$ cat config.mk
export PLATFORM = sky130hd
export DESIGN_NAME = fetch_mem_unit
export DESIGN_NICKNAME = d
export VERILOG_FILES = /design/src/rtl/fetch_mem_unit.sv
export SDC_FILE = /design/constraint.sdc
export NUM_CORES = 1
export LEC_CHECK = 0
export BUFFER_PORTS_ARGS = -buffer_cell sky130_fd_sc_hd__buf_2
export CORE_ASPECT_RATIO = 0.75
export CORE_MARGIN = 1.5
export CORE_UTILIZATION = 48
export DETAILED_ROUTE_END_ITERATION = 10
export GPL_ROUTABILITY_DRIVEN = 0
export MAX_ROUTING_LAYER = met4
export PLACE_DENSITY = 0.86
export SYNTH_ARGS = -nofsm -noshare
export SYNTH_HDL_FRONTEND = slang
export SYNTH_SLANG_ARGS = --single-unit
$ cat constraint.sdc
create_clock -name i_Clk -period 1.8 [get_ports i_Clk]
set_clock_uncertainty 0.05 [all_clocks]
set_input_delay 0.09 -clock i_Clk [delete_from_list [all_inputs] [get_ports i_Clk]]
set_output_delay 0.09 -clock i_Clk [all_outputs]
set_load 0.02 [all_outputs]
$ cat src/rtl/fetch_mem_unit.sv
// Memory front end for the multi-cycle RISC-V core: owns PC/OldPC/IR/Data and the shared req/ready port.
// Optional misaligned-fetch trap enabled by defining FETCH_MISALIGN_CHECK_EN (adds o_Misaligned).
module fetch_mem_unit #(
    parameter logic [31:0] RESET_PC  = 32'h0000_0000,
    parameter int unsigned MAX_WAIT  = 15,
    parameter logic [31:0] NOP_INSTR = 32'h0000_0013
) (
    input  logic        i_Clk,
    input  logic        i_Reset,
    input  logic        i_PCWrite,
    input  logic        i_IRWrite,
    input  logic        i_MemRead,
    input  logic        i_MemWrite,
    input  logic        i_AdrSrc,
    input  logic [31:0] i_Result,
    input  logic [31:0] i_WriteData,
    output logic        o_MemReq,
    output logic        o_MemWe,
    output logic [31:0] o_MemAddr,
    output logic [31:0] o_MemWData,
    input  logic        i_MemRdy,
    input  logic [31:0] i_MemRData,
    output logic        o_Stall,
    output logic        o_BusError,
    output logic [31:0] o_PC,
    output logic [31:0] o_OldPC,
    output logic [31:0] o_Instr,
    output logic [31:0] o_Data,
    output logic [6:0]  o_OpCode,
    output logic [2:0]  o_funct3,
    output logic        o_funct7_5
`ifdef FETCH_MISALIGN_CHECK_EN
    ,
    output logic        o_Misaligned
`endif
);

    // state   | meaning
    // IDLE    | no access in flight; a new access is latched here
    // REQ     | o_MemReq held with latched kind/address/data until i_MemRdy
    // ERR     | wait-state timeout; stall and bus error held until reset

    typedef enum logic [1:0] {
        ST_IDLE,
        ST_REQ,
        ST_ERR
    } state_t;

    typedef enum logic [1:0] {
        KIND_FETCH,
        KIND_READ,
        KIND_WRITE
    } kind_t;

    localparam logic [7:0] MAX_WAIT_C = 8'(MAX_WAIT);

    state_t      state, state_nxt;
    kind_t       kind, kind_nxt, req_kind;
    logic [7:0]  wait_cnt, wait_cnt_nxt;
    logic [31:0] mem_addr, mem_addr_nxt;
    logic [31:0] mem_wdata, mem_wdata_nxt;
    logic [31:0] pc, old_pc, ir, data_reg;
    logic [31:0] sel_addr;
    logic        access;
    logic        misalign_hit;
    logic        misaligned;
    logic        stall;
    logic        fetch_done;
    logic        read_done;

    assign access   = i_IRWrite | i_MemRead | i_MemWrite;
    assign sel_addr = i_AdrSrc ? i_Result : pc;

    always_comb begin
        req_kind = KIND_WRITE;
        if (i_IRWrite)
            req_kind = KIND_FETCH;
        else if (i_MemRead)
            req_kind = KIND_READ;
    end

`ifdef FETCH_MISALIGN_CHECK_EN
    assign misalign_hit = i_IRWrite && (sel_addr[1:0] != 2'b00);
`else
    assign misalign_hit = 1'b0;
`endif

    always_comb begin
        state_nxt     = state;
        kind_nxt      = kind;
        wait_cnt_nxt  = wait_cnt;
        mem_addr_nxt  = mem_addr;
        mem_wdata_nxt = mem_wdata;
        stall         = 1'b0;
        misaligned    = 1'b0;
        fetch_done    = 1'b0;
        read_done     = 1'b0;
        case (state)
            ST_IDLE: begin
                if (access) begin
                    if (misalign_hit) begin
                        misaligned = 1'b1;
                    end else begin
                        stall         = 1'b1;
                        state_nxt     = ST_REQ;
                        wait_cnt_nxt  = 8'd0;
                        kind_nxt      = req_kind;
                        mem_addr_nxt  = sel_addr;
                        mem_wdata_nxt = i_WriteData;
                    end
                end
            end
            ST_REQ: begin
                if (i_MemRdy) begin
                    state_nxt  = ST_IDLE;
                    fetch_done = (kind == KIND_FETCH);
                    read_done  = (kind == KIND_READ);
                end else begin
                    stall = 1'b1;
                    // counter value equals the number of unanswered REQ cycles before this one
                    if (wait_cnt == MAX_WAIT_C)
                        state_nxt = ST_ERR;
                    else
                        wait_cnt_nxt = wait_cnt + 8'd1;
                end
            end
            ST_ERR: begin
                stall = 1'b1;
            end
            default: begin
                state_nxt = ST_IDLE;
            end
        endcase
    end

    always_ff @(posedge i_Clk) begin
        if (i_Reset) begin
            state     <= ST_IDLE;
            kind      <= KIND_FETCH;
            wait_cnt  <= 8'd0;
            mem_addr  <= 32'd0;
            mem_wdata <= 32'd0;
            pc        <= RESET_PC;
            old_pc    <= RESET_PC;
            ir        <= NOP_INSTR;
            data_reg  <= 32'd0;
        end else begin
            state     <= state_nxt;
            kind      <= kind_nxt;
            wait_cnt  <= wait_cnt_nxt;
            mem_addr  <= mem_addr_nxt;
            mem_wdata <= mem_wdata_nxt;
            if (i_PCWrite && !stall)
                pc <= i_Result;
            if (fetch_done) begin
                ir     <= i_MemRData;
                old_pc <= mem_addr;
            end
            if (read_done)
                data_reg <= i_MemRData;
        end
    end

    assign o_MemReq   = (state == ST_REQ);
    assign o_MemWe    = (state == ST_REQ) && (kind == KIND_WRITE);
    assign o_MemAddr  = mem_addr;
    assign o_MemWData = mem_wdata;
    assign o_Stall    = stall;
    assign o_BusError = (state == ST_ERR);
    assign o_PC       = pc;
    assign o_OldPC    = old_pc;
    assign o_Instr    = ir;
    assign o_Data     = data_reg;
    assign o_OpCode   = ir[6:0];
    assign o_funct3   = ir[14:12];
    assign o_funct7_5 = ir[30];

`ifdef FETCH_MISALIGN_CHECK_EN
    assign o_Misaligned = misaligned;
`else
    logic unused_misaligned;
    assign unused_misaligned = misaligned;
`endif

endmodule

==> flow_metrics.env, run 1 <==
export IMPL_diodes=0
export IMPL_sequentialPowerShare=0.440
export IMPL_pin_count=311
export IMPL_grt_use_total=0.3069
export IMPL_cts_root_buffer="clkbuf_16"
export IMPL_yosysSeqAreaShare=0.5377
export IMPL_clkTransAtPathRegs_ns=0.06
export IMPL_yosysTopAreaCell="dfxtp_1"
export IMPL_synth_area_um2=7595
export IMPL_viasPerCell=5.318
export IMPL_cap_violations=0
export IMPL_grt_first_pass_wirelength_um=40070
export IMPL_remaining_drc_errors=0
export IMPL_status="complete, no violations"
export IMPL_slew_viol_final=0
export IMPL_hold_violations=0
export IMPL_cts_sinks=204
export IMPL_syn_to_final_growth_pct=47.20
export IMPL_ys_warnings_count=0
export IMPL_postRouteAntennaNets=0
export IMPL_syn_nets=1042
export IMPL_port_buffers=310
export IMPL_drive_above_1_share=0.2861
export IMPL_die_area_um2=16590
export IMPL_netSwitchingFraction=0.2600
export IMPL_clk_path_buf_depth=3
export IMPL_cp_common_cell="buf_4"
export IMPL_wire_per_inst_um=16.77
export IMPL_worst_ep_required_time_ns=1.66
export IMPL_powerDensity_nw_per_um2=996.7
export IMPL_yosys_area_top_type_share=0.5377
export IMPL_grt_pass1_vias=7955
export IMPL_holdPathStages=3
export IMPL_crit_type="flip-flop to output pin"
export IMPL_die_h_um=111.9
export IMPL_final_nets=1419
export IMPL_ys_async_sr_fraction=0
export IMPL_setup_viol=0
export IMPL_cts_buffers=20
export IMPL_synth_edf_count=0
export IMPL_avgSynthCellArea_um2=8.105
export IMPL_antenna_found_initial=0
export IMPL_final_setup_tns_ns=0
export IMPL_clk_latency_ns=0.48
export IMPL_synth_common_cells="324 x nand2_1, 204 x dfxtp_1, 166 x a21oi_1"
export IMPL_path_depth=4
export IMPL_max_stage_delay_ns=0.36
export IMPL_holdCritPathClass="input port to flip-flop"
export IMPL_start_kind="flip-flop"
export IMPL_synthesis_instances=937
export IMPL_rsz0062_at_grt="yes"
export IMPL_cp_end_kind="output pin"
export IMPL_synth_flop_cell="dfxtp_1"
export IMPL_cts_tree="done"
export IMPL_first_pass_iters=5
export IMPL_min_period_ns=1.769
export IMPL_vias=8153
export IMPL_row_count=39
export IMPL_gr_total_overflow=0
export IMPL_grt_max_degree=65
export IMPL_layout_setup_ws_ns=0.03059
export IMPL_htree_levels=1
export IMPL_cp_arrival_ns=1.63
export IMPL_ys_seq_elements=204
export IMPL_yosys_top_cells_area="dfxtp_1 54%, nand2_1 16%, a21oi_1 11%"
export IMPL_crit_buf_inv=2
export IMPL_relSlewSlack=0.6564
export IMPL_synth_most_common_cell="nand2_1"
export IMPL_drt_wl_total_um=25710
export IMPL_die_x_um=148.2
export IMPL_power_switching_mw=2.897
export IMPL_fin_crit_sh=0.9830
export IMPL_p_int_mw=8.245
export IMPL_critPathSlowestCell="dfxtp_1"
export IMPL_final_area_um2=11180
export IMPL_dp_hpwl_um=15370
export IMPL_path_delay_family="simple AND/OR/NAND/NOR gates"
export IMPL_rr_worst_depth=7
export IMPL_worstMarginPinSlew_ns=0.5153
export IMPL_max_freq_ghz=0.5652
export IMPL_start_util=0.4941
export IMPL_core_area_um2=15370
export IMPL_dpl_instance_area_um2=9364
export IMPL_ys_types=36
export IMPL_cp_max_fo=6
export IMPL_pre_cts_slack_ns=0.06716
export IMPL_power_frac_clock=0.411
export IMPL_cp_cell_sequence="nand2b_1 > buf_4 > nor3b_2 > buf_4"
export IMPL_drt_iter0_drc=740
export IMPL_comb_power_share=0.149
export IMPL_irDropWorstVdd_uv=678.3
export IMPL_leakage_nw=5.064
-- cell type report --
cell class	instances	area [um2]
Fill cell	1053	4192
Sequential cell	204	4085
Multi-Input combinational cell	647	3146
Timing Repair Buffer	436	2934
Clock buffer	28	621.8
Tap cell	205	256.5
Clock inverter	8	117.6
Inverter	5	18.77
-- worst register-to-register path, cell delays in order (launching register included) --
cell and delay, ns:
dfxtp_2 0.35, buf_4 0.15, nor2_2 0.10, buf_4 0.14
o21ai_0 0.09, a32oi_1 0.17, dlygate4sd3_1 0.58, nor2_1 0.04
-- kinds of logic after synthesis --
logic type / count (synthesis) / share of synthesized area
flops: 204 / 0.5377
buf+inv: 86 / 0.05288
fa+ha+maj: 1 / 0.001647
compound gates: 218 / 0.1577
simple gates: 396 / 0.2079
mux: 32 / 0.04217
-- through the flow --
step,std cells,power [mW],hold WS (ns),util
final,1533,11.14,0.05841,0.7273
after global routing,1533,11.56,0.07938,0.7273
after CTS,1533,11.14,0.04876,0.7252
after detailed placement,1393,6.416,0.2716,0.6092
after global placement,1393,6.380,0.2658,0.6092
after floorplan,937,5.826,0.1611,-
-- flip-flops by register name (all words and copies together), names as in the netlist --
name        flops
o_PC           32
o_Instr        32
kind            2
o_MemAddr      32
o_OldPC        32
state           2
o_Data         32
o_MemWData     32
wait_cnt        8
-- layer usage --
layer | share of wire | track usage | vias up
li1 | - | - | 3856
met1 | 0.39 | 0.3570 | 3760
met2 | 0.49 | 0.5262 | 460
met3 | 0.080 | 0.05861 | 77
met4 | 0.035 | 0.1142 | 0
met5 | 0 | - | -
-- repair_timing --
item,CTS,global route
setup endpoints to repair,1,7
endpoints found under the hold margin,173,0
buffers inserted,0,0
resized for setup,1,9
hold buffers,104,0
gates cloned,0,0
-- placed cells by master, fill, tap and decap left out, types with 2 or more instances in the layout --
cell           count
or3_1              5
nand2_1          324
clkinv_2           4
buf_2            308
nor3_1             3
a31oi_1            4
o21ai_0            8
nand4_1            2
buf_12            12
nand3_1            3
clkbuf_16         22
nor2b_1            2
bufinv_16          3
nand3b_1           4
dlygate4sd3_1    104
inv_1              4
clkbuf_8           7
a21oi_1          165
buf_4             10
dfxtp_1          203
nand2b_1           2
nor2_1            38
mux2i_1           32
a211oi_1          34
o211ai_1           2
-- final timing paths --
| path | startpoint | end | slack [ns] |
|---|---|---|---|
| min reg2reg | o_Instr[24] | o_Instr[24] | 0.40 |
| max reg2reg | state[0] | kind[0] | 0.03 |
| min | i_AdrSrc | o_MemAddr[2] | 0.06 |
| max | state[1] | o_MemWe | 0.03 |
-- power by group through the flow --
stage	sequential [mW]	clock, mW	combinational, mW
floorplan	5.23	0	0.597
global placement	4.97	0	1.41
detailed placement	4.99	0	1.43
CTS	4.89	4.64	1.61
global route	4.92	4.86	1.78
finish	4.90	4.58	1.66
Power figures use the tool's default switching activity.
==> inputs of run 2 (changes only) <==
--- a/config.mk
+++ b/config.mk
@@ -13,6 +13,7 @@
 export GPL_ROUTABILITY_DRIVEN = 0
 export MAX_ROUTING_LAYER = met4
 export PLACE_DENSITY = 0.86
+export SETUP_SLACK_MARGIN = 0.4
 export SYNTH_ARGS = -nofsm -noshare
 export SYNTH_HDL_FRONTEND = slang
 export SYNTH_SLANG_ARGS = --single-unit
==> flow_metrics.env, run 2 (synthesized netlist as in run 1, its figures left out) <==
export IMPL_cts_sinks=204
export IMPL_final_setup_tns_ns=0
export IMPL_dp_hpwl_um=15330
export IMPL_drt_wl_total_um=31130
export IMPL_start_kind="flip-flop"
export IMPL_multi_input_area_um2=3460
export IMPL_r2r_setup_slack_ns=0.05
export IMPL_timing_rr_start="state[1]"
export IMPL_leakage_nw=5.511
export IMPL_drive_above_1_share=0.3664
export IMPL_core_area_um2=15370
export IMPL_setup_viol=0
export IMPL_gr_total_overflow=0
export IMPL_relSlewSlack=0.6747
export IMPL_cts_tree="done"
export IMPL_cp_arrival_ns=2.11
export IMPL_place_inst=1393
export IMPL_clkTransAtPathRegs_ns=0.06
export IMPL_die_area_um2=16590
export IMPL_htree_levels=1
export IMPL_cts_root_buffer="clkbuf_16"
export IMPL_cp_endpoint="o_PC[7]"
export IMPL_final_common_cell="buf_2"
export IMPL_die_x_um=148.2
export IMPL_powerDensity_nw_per_um2=938.4
export IMPL_remaining_drc_errors=0
export IMPL_cap_violations=0
export IMPL_r2r_end="o_PC[7]"
export IMPL_fin_util=0.8026
export IMPL_pre_cts_slack_ns=0.1532
export IMPL_grt_first_pass_wirelength_um=43680
export IMPL_first_pass_iters=6
export IMPL_fillers=934
export IMPL_status="complete, no violations"
export IMPL_start_util=0.4941
export IMPL_clk_path_buf_depth=3
export IMPL_worstMarginPinSlew_ns=0.4880
export IMPL_min_period_ns=1.752
export IMPL_layout_setup_ws_ns=0.04833
export IMPL_postRouteAntennaNets=0
export IMPL_mostFrequentLayoutCells="306 x buf_2, 303 x nand2_1, 198 x dfxtp_1"
export IMPL_syn_to_final_growth_pct=62.44
export IMPL_wire_per_inst_um=19.73
export IMPL_grt_max_degree=60
export IMPL_row_count=39
export IMPL_startpoint="state[1]"
export IMPL_final_cells=1578
export IMPL_viasPerCell=5.470
export IMPL_clk_latency_ns=0.49
export IMPL_vias=8632
export IMPL_fin_crit_sh=0.9732
export IMPL_grt_use_total=0.3446
export IMPL_worst_ep_required_time_ns=2.16
export IMPL_final_nets=1466
export IMPL_slew_viol_final=0
export IMPL_drt_iter0_drc=770
export IMPL_pin_count=311
export IMPL_grt_pass1_vias=8161
export IMPL_cp_end_kind="flip-flop"
export IMPL_antenna_found_initial=0
export IMPL_diodes=0
export IMPL_rsz0062_at_grt="yes"
export IMPL_holdCritPathClass="input port to flip-flop"
export IMPL_final_seq_area_um2=4099
export IMPL_max_freq_ghz=0.5709
export IMPL_cts_buffers=20
export IMPL_port_buffers=310
export IMPL_cp_max_fo=7
export IMPL_crit_type="flip-flop to flip-flop"
export IMPL_irDropWorstVdd_uv=859.0
export IMPL_hold_violations=0
export IMPL_die_h_um=111.9
export IMPL_rr_worst_depth=7
[run 2: changes by cell type in the layout (fill, tap and decap cells not counted), moves of 5 or more]
cell,before,now
clkbuf_16,22,27
a21oi_2,1,42
buf_12,12,17
buf_4,10,27
a21oi_1,165,124
nand2_2,0,16
nand2_4,0,5
buf_6,1,11
dfxtp_1,203,198
buf_16,0,14
nand2_1,324,303
[run 2: metrics by stage]
stage	hold WS [ns]	total power [mW]	area [um2]
2_1_floorplan	0.1611	5.861	7700
3_3_place_gp	0.2648	6.371	9343
3_5_place_dp	0.2723	6.403	9343
4_1_cts	0.05498	11.39	11780
5_1_grt	0.09833	11.91	12340
6_report	0.08216	11.58	12340
[run 2: cell type report]
type | instances | area share
repair buffers | 483 | 0.3048
well taps | 205 | 0.02079
flip-flops and latches | 204 | 0.3323
clock inverters | 5 | 0.008114
clock buffers | 29 | 0.05152
multi-input cells | 647 | 0.2804
inverters | 5 | 0.002130
[run 2: critical path: stages, from the launching register on]
cell	delay, ns
dfxtp_4	0.37
or3b_4	0.41
buf_6	0.13
o211ai_1	0.11
buf_4	0.21
clkbuf_16	0.17
nand2_1	0.07
a21oi_1	0.14
[run 2: how the worst min path moves through the flow]
stage / start / cells past startpoint / end
5_1_grt: i_AdrSrc / 3 / o_MemAddr[30]
2_1_floorplan: i_MemRData[0] / 2 / o_Instr[0]
6_report: i_AdrSrc / 3 / o_MemAddr[30]
3_5_place_dp: i_MemRData[4] / 3 / o_Instr[4]
4_1_cts: i_AdrSrc / 3 / o_MemAddr[16]
3_3_place_gp: i_MemRData[4] / 3 / o_Instr[4]
[run 2: what timing repair did]
item	in CTS	in global routing
gates cloned	14	7
hold buffers	101	0
buffers inserted	18	11
pin swaps	4	19
endpoints found under the hold margin	183	0
setup endpoints to repair	197	206
resized for setup	40	94
[run 2: per-layer routing]
metal / vias to the layer above / track usage / routed length, um
met3: 97 / 0.06967 / 2833
li1: 3962 / - / -
met4: 0 / 0.1083 / 1113
met1: 4058 / 0.4021 / 11900
met5: - / - / 0
met2: 515 / 0.5960 / 15280
[run 2: where the power goes]
part	leakage, nW	total, mW	switching (mW)	internal, mW
combinational	3.48	2.05	1.16	0.885
clock	0.367	4.63	1.76	2.87
sequential	1.67	4.90	0.165	4.74
==> inputs of run 3 (changes only) <==
==> constraint.sdc (replaced) <==
create_clock -name i_Clk -period 1.8 [get_ports i_Clk]
set_clock_uncertainty 0.05 [all_clocks]
set_input_delay 0.18 -clock i_Clk [delete_from_list [all_inputs] [get_ports i_Clk]]
set_output_delay 0.18 -clock i_Clk [all_outputs]
set_load 0.02 [all_outputs]
==> flow_metrics.env, run 3 (synthesized netlist as in run 1, its figures left out) <==
export IMPL_status="finished with violations"
export IMPL_violations="setup timing"
export IMPL_clk_latency_ns=0.49
export IMPL_cts_tree="done"
export IMPL_drt_iter0_drc=697
export IMPL_holdCritPathClass="input port to flip-flop"
export IMPL_relSlewSlack=0.6886
export IMPL_final_setup_tns_ns=-0.3533
export IMPL_pre_cts_slack_ns=0.1268
export IMPL_syn_to_final_growth_pct=62.97
export IMPL_r2r_end="o_PC[17]"
export IMPL_wl_met3_um=2831
export IMPL_start_kind="flip-flop"
export IMPL_die_x_um=148.2
export IMPL_max_freq_ghz=0.5244
export IMPL_worst_ep_required_time_ns=2.16
export IMPL_top_layer_used="met4"
export IMPL_critPathSlowestCell="or3b_4"
export IMPL_irDropWorstVdd_uv=827.7
export IMPL_row_count=39
export IMPL_hold_path_end="kind[1]"
export IMPL_rr_worst_depth=7
export IMPL_rsz0062_at_grt="yes"
export IMPL_layout_setup_ws_ns=-0.1068
export IMPL_first_pass_iters=6
export IMPL_cp_cell_sequence="or3b_4 > buf_6 > o211ai_1 > buf_4 > buf_6 > nand2_1 > a21oi_1"
export IMPL_min_period_ns=1.907
export IMPL_worstMarginPinSlew_ns=0.4671
export IMPL_start_util=0.4941
export IMPL_diodes=0
export IMPL_mostFrequentLayoutCells="312 x nand2_1, 305 x buf_2, 197 x dfxtp_1"
export IMPL_hold_violations=0
export IMPL_wl_met1_um=11580
export IMPL_grt_max_degree=65
export IMPL_die_area_um2=16590
export IMPL_port_buffers=310
export IMPL_timing_rr_start="state[0]"
export IMPL_final_common_cell="nand2_1"
export IMPL_grt_use_total=0.3108
export IMPL_cp_arrival_ns=2.27
export IMPL_htree_levels=1
export IMPL_holdPathStages=3
export IMPL_place_inst=1391
export IMPL_cts_sinks=204
export IMPL_die_h_um=111.9
export IMPL_min_from="i_IRWrite"
export IMPL_cp_max_fo=7
export IMPL_cts_buffers=20
export IMPL_fin_crit_sh=1.059
export IMPL_gr_total_overflow=0
export IMPL_pin_count=311
export IMPL_vias=8751
export IMPL_clk_path_buf_depth=3
export IMPL_leakage_nw=5.533
export IMPL_drive_above_1_share=0.3589
export IMPL_viasPerCell=5.514
export IMPL_max_stage_delay_ns=0.43
export IMPL_postRouteAntennaNets=0
export IMPL_cp_common_cell="buf_6"
export IMPL_wire_per_inst_um=19.47
export IMPL_r2r_setup_slack_ns=-0.11
export IMPL_core_area_um2=15370
export IMPL_grt_pass1_vias=7986
export IMPL_antenna_found_initial=0
export IMPL_crit_type="flip-flop to flip-flop"
export IMPL_cp_end_kind="flip-flop"
export IMPL_final_cells=1587
export IMPL_remaining_drc_errors=0
export IMPL_setup_viol=13
export IMPL_slew_viol_final=0
export IMPL_clkTransAtPathRegs_ns=0.07
export IMPL_drt_wl_total_um=30900
export IMPL_grt_first_pass_wirelength_um=40420
export IMPL_dp_hpwl_um=15260
export IMPL_final_nets=1474
export IMPL_cap_violations=0
export IMPL_powerDensity_nw_per_um2=911.4
export IMPL_cts_root_buffer="clkbuf_16"
export IMPL_wl_met2_um=14840
run 3: report_power, final:
part,internal (mW),leakage (nW),switching [mW]
clock,2.46,0.316,1.75
sequential,4.74,1.67,0.162
combinational,0.966,3.55,1.20
run 3: worst max-delay path: cells and delay by family, from the launching register on:
kind | cells | cell delay (ns)
buf+inv | 3 | 0.53
simple gates | 2 | 0.51
flops | 1 | 0.38
compound gates | 2 | 0.36
run 3: layout make-up:
type / instances / area [um2]
Sequential cell: 204 / 4100
Timing Repair Buffer: 490 / 3891
Multi-Input combinational cell: 648 / 3447
Fill cell: 913 / 2994
Clock buffer: 32 / 606.8
Tap cell: 205 / 256.5
Clock inverter: 3 / 48.80
Inverter: 5 / 26.28
run 3: repair_timing:
action,CTS,global route
endpoints found under the setup margin,196,206
resized for setup,26,112
buffers inserted,8,27
pin swaps,4,40
gates cloned,6,22
hold endpoints to repair,139,0
hold buffers,98,0
run 3: how the worst max path moves through the flow:
stage	end	startpoint
5_1_grt	o_PC[17]	state[0]
6_report	o_PC[17]	state[0]
3_5_place_dp	o_PC[10]	state[0]
3_3_place_gp	o_PC[2]	state[0]
4_1_cts	o_Stall	state[0]
2_1_floorplan	o_Instr[4]	state[1]
run 3: through the flow:
step / total power, mW / instance area, um2 / hold WS (ns) / utilization
2_1_floorplan: 5.870 / 7722 / 0.2511 / -
3_3_place_gp: 6.375 / 9358 / 0.3540 / 0.6088
3_5_place_dp: 6.413 / 9358 / 0.3659 / 0.6088
4_1_cts: 10.80 / 11300 / 0.01556 / 0.7349
5_1_grt: 11.60 / 12380 / 0.05010 / 0.8052
6_report: 11.28 / 12380 / 0.03323 / 0.8052
run 3: layer usage:
layer	global-route usage	vias to the layer above
met2	0.5109	557
li1	-	3971
met1	0.3642	4080
met5	-	-
met4	0.1604	0
met3	0.05615	143
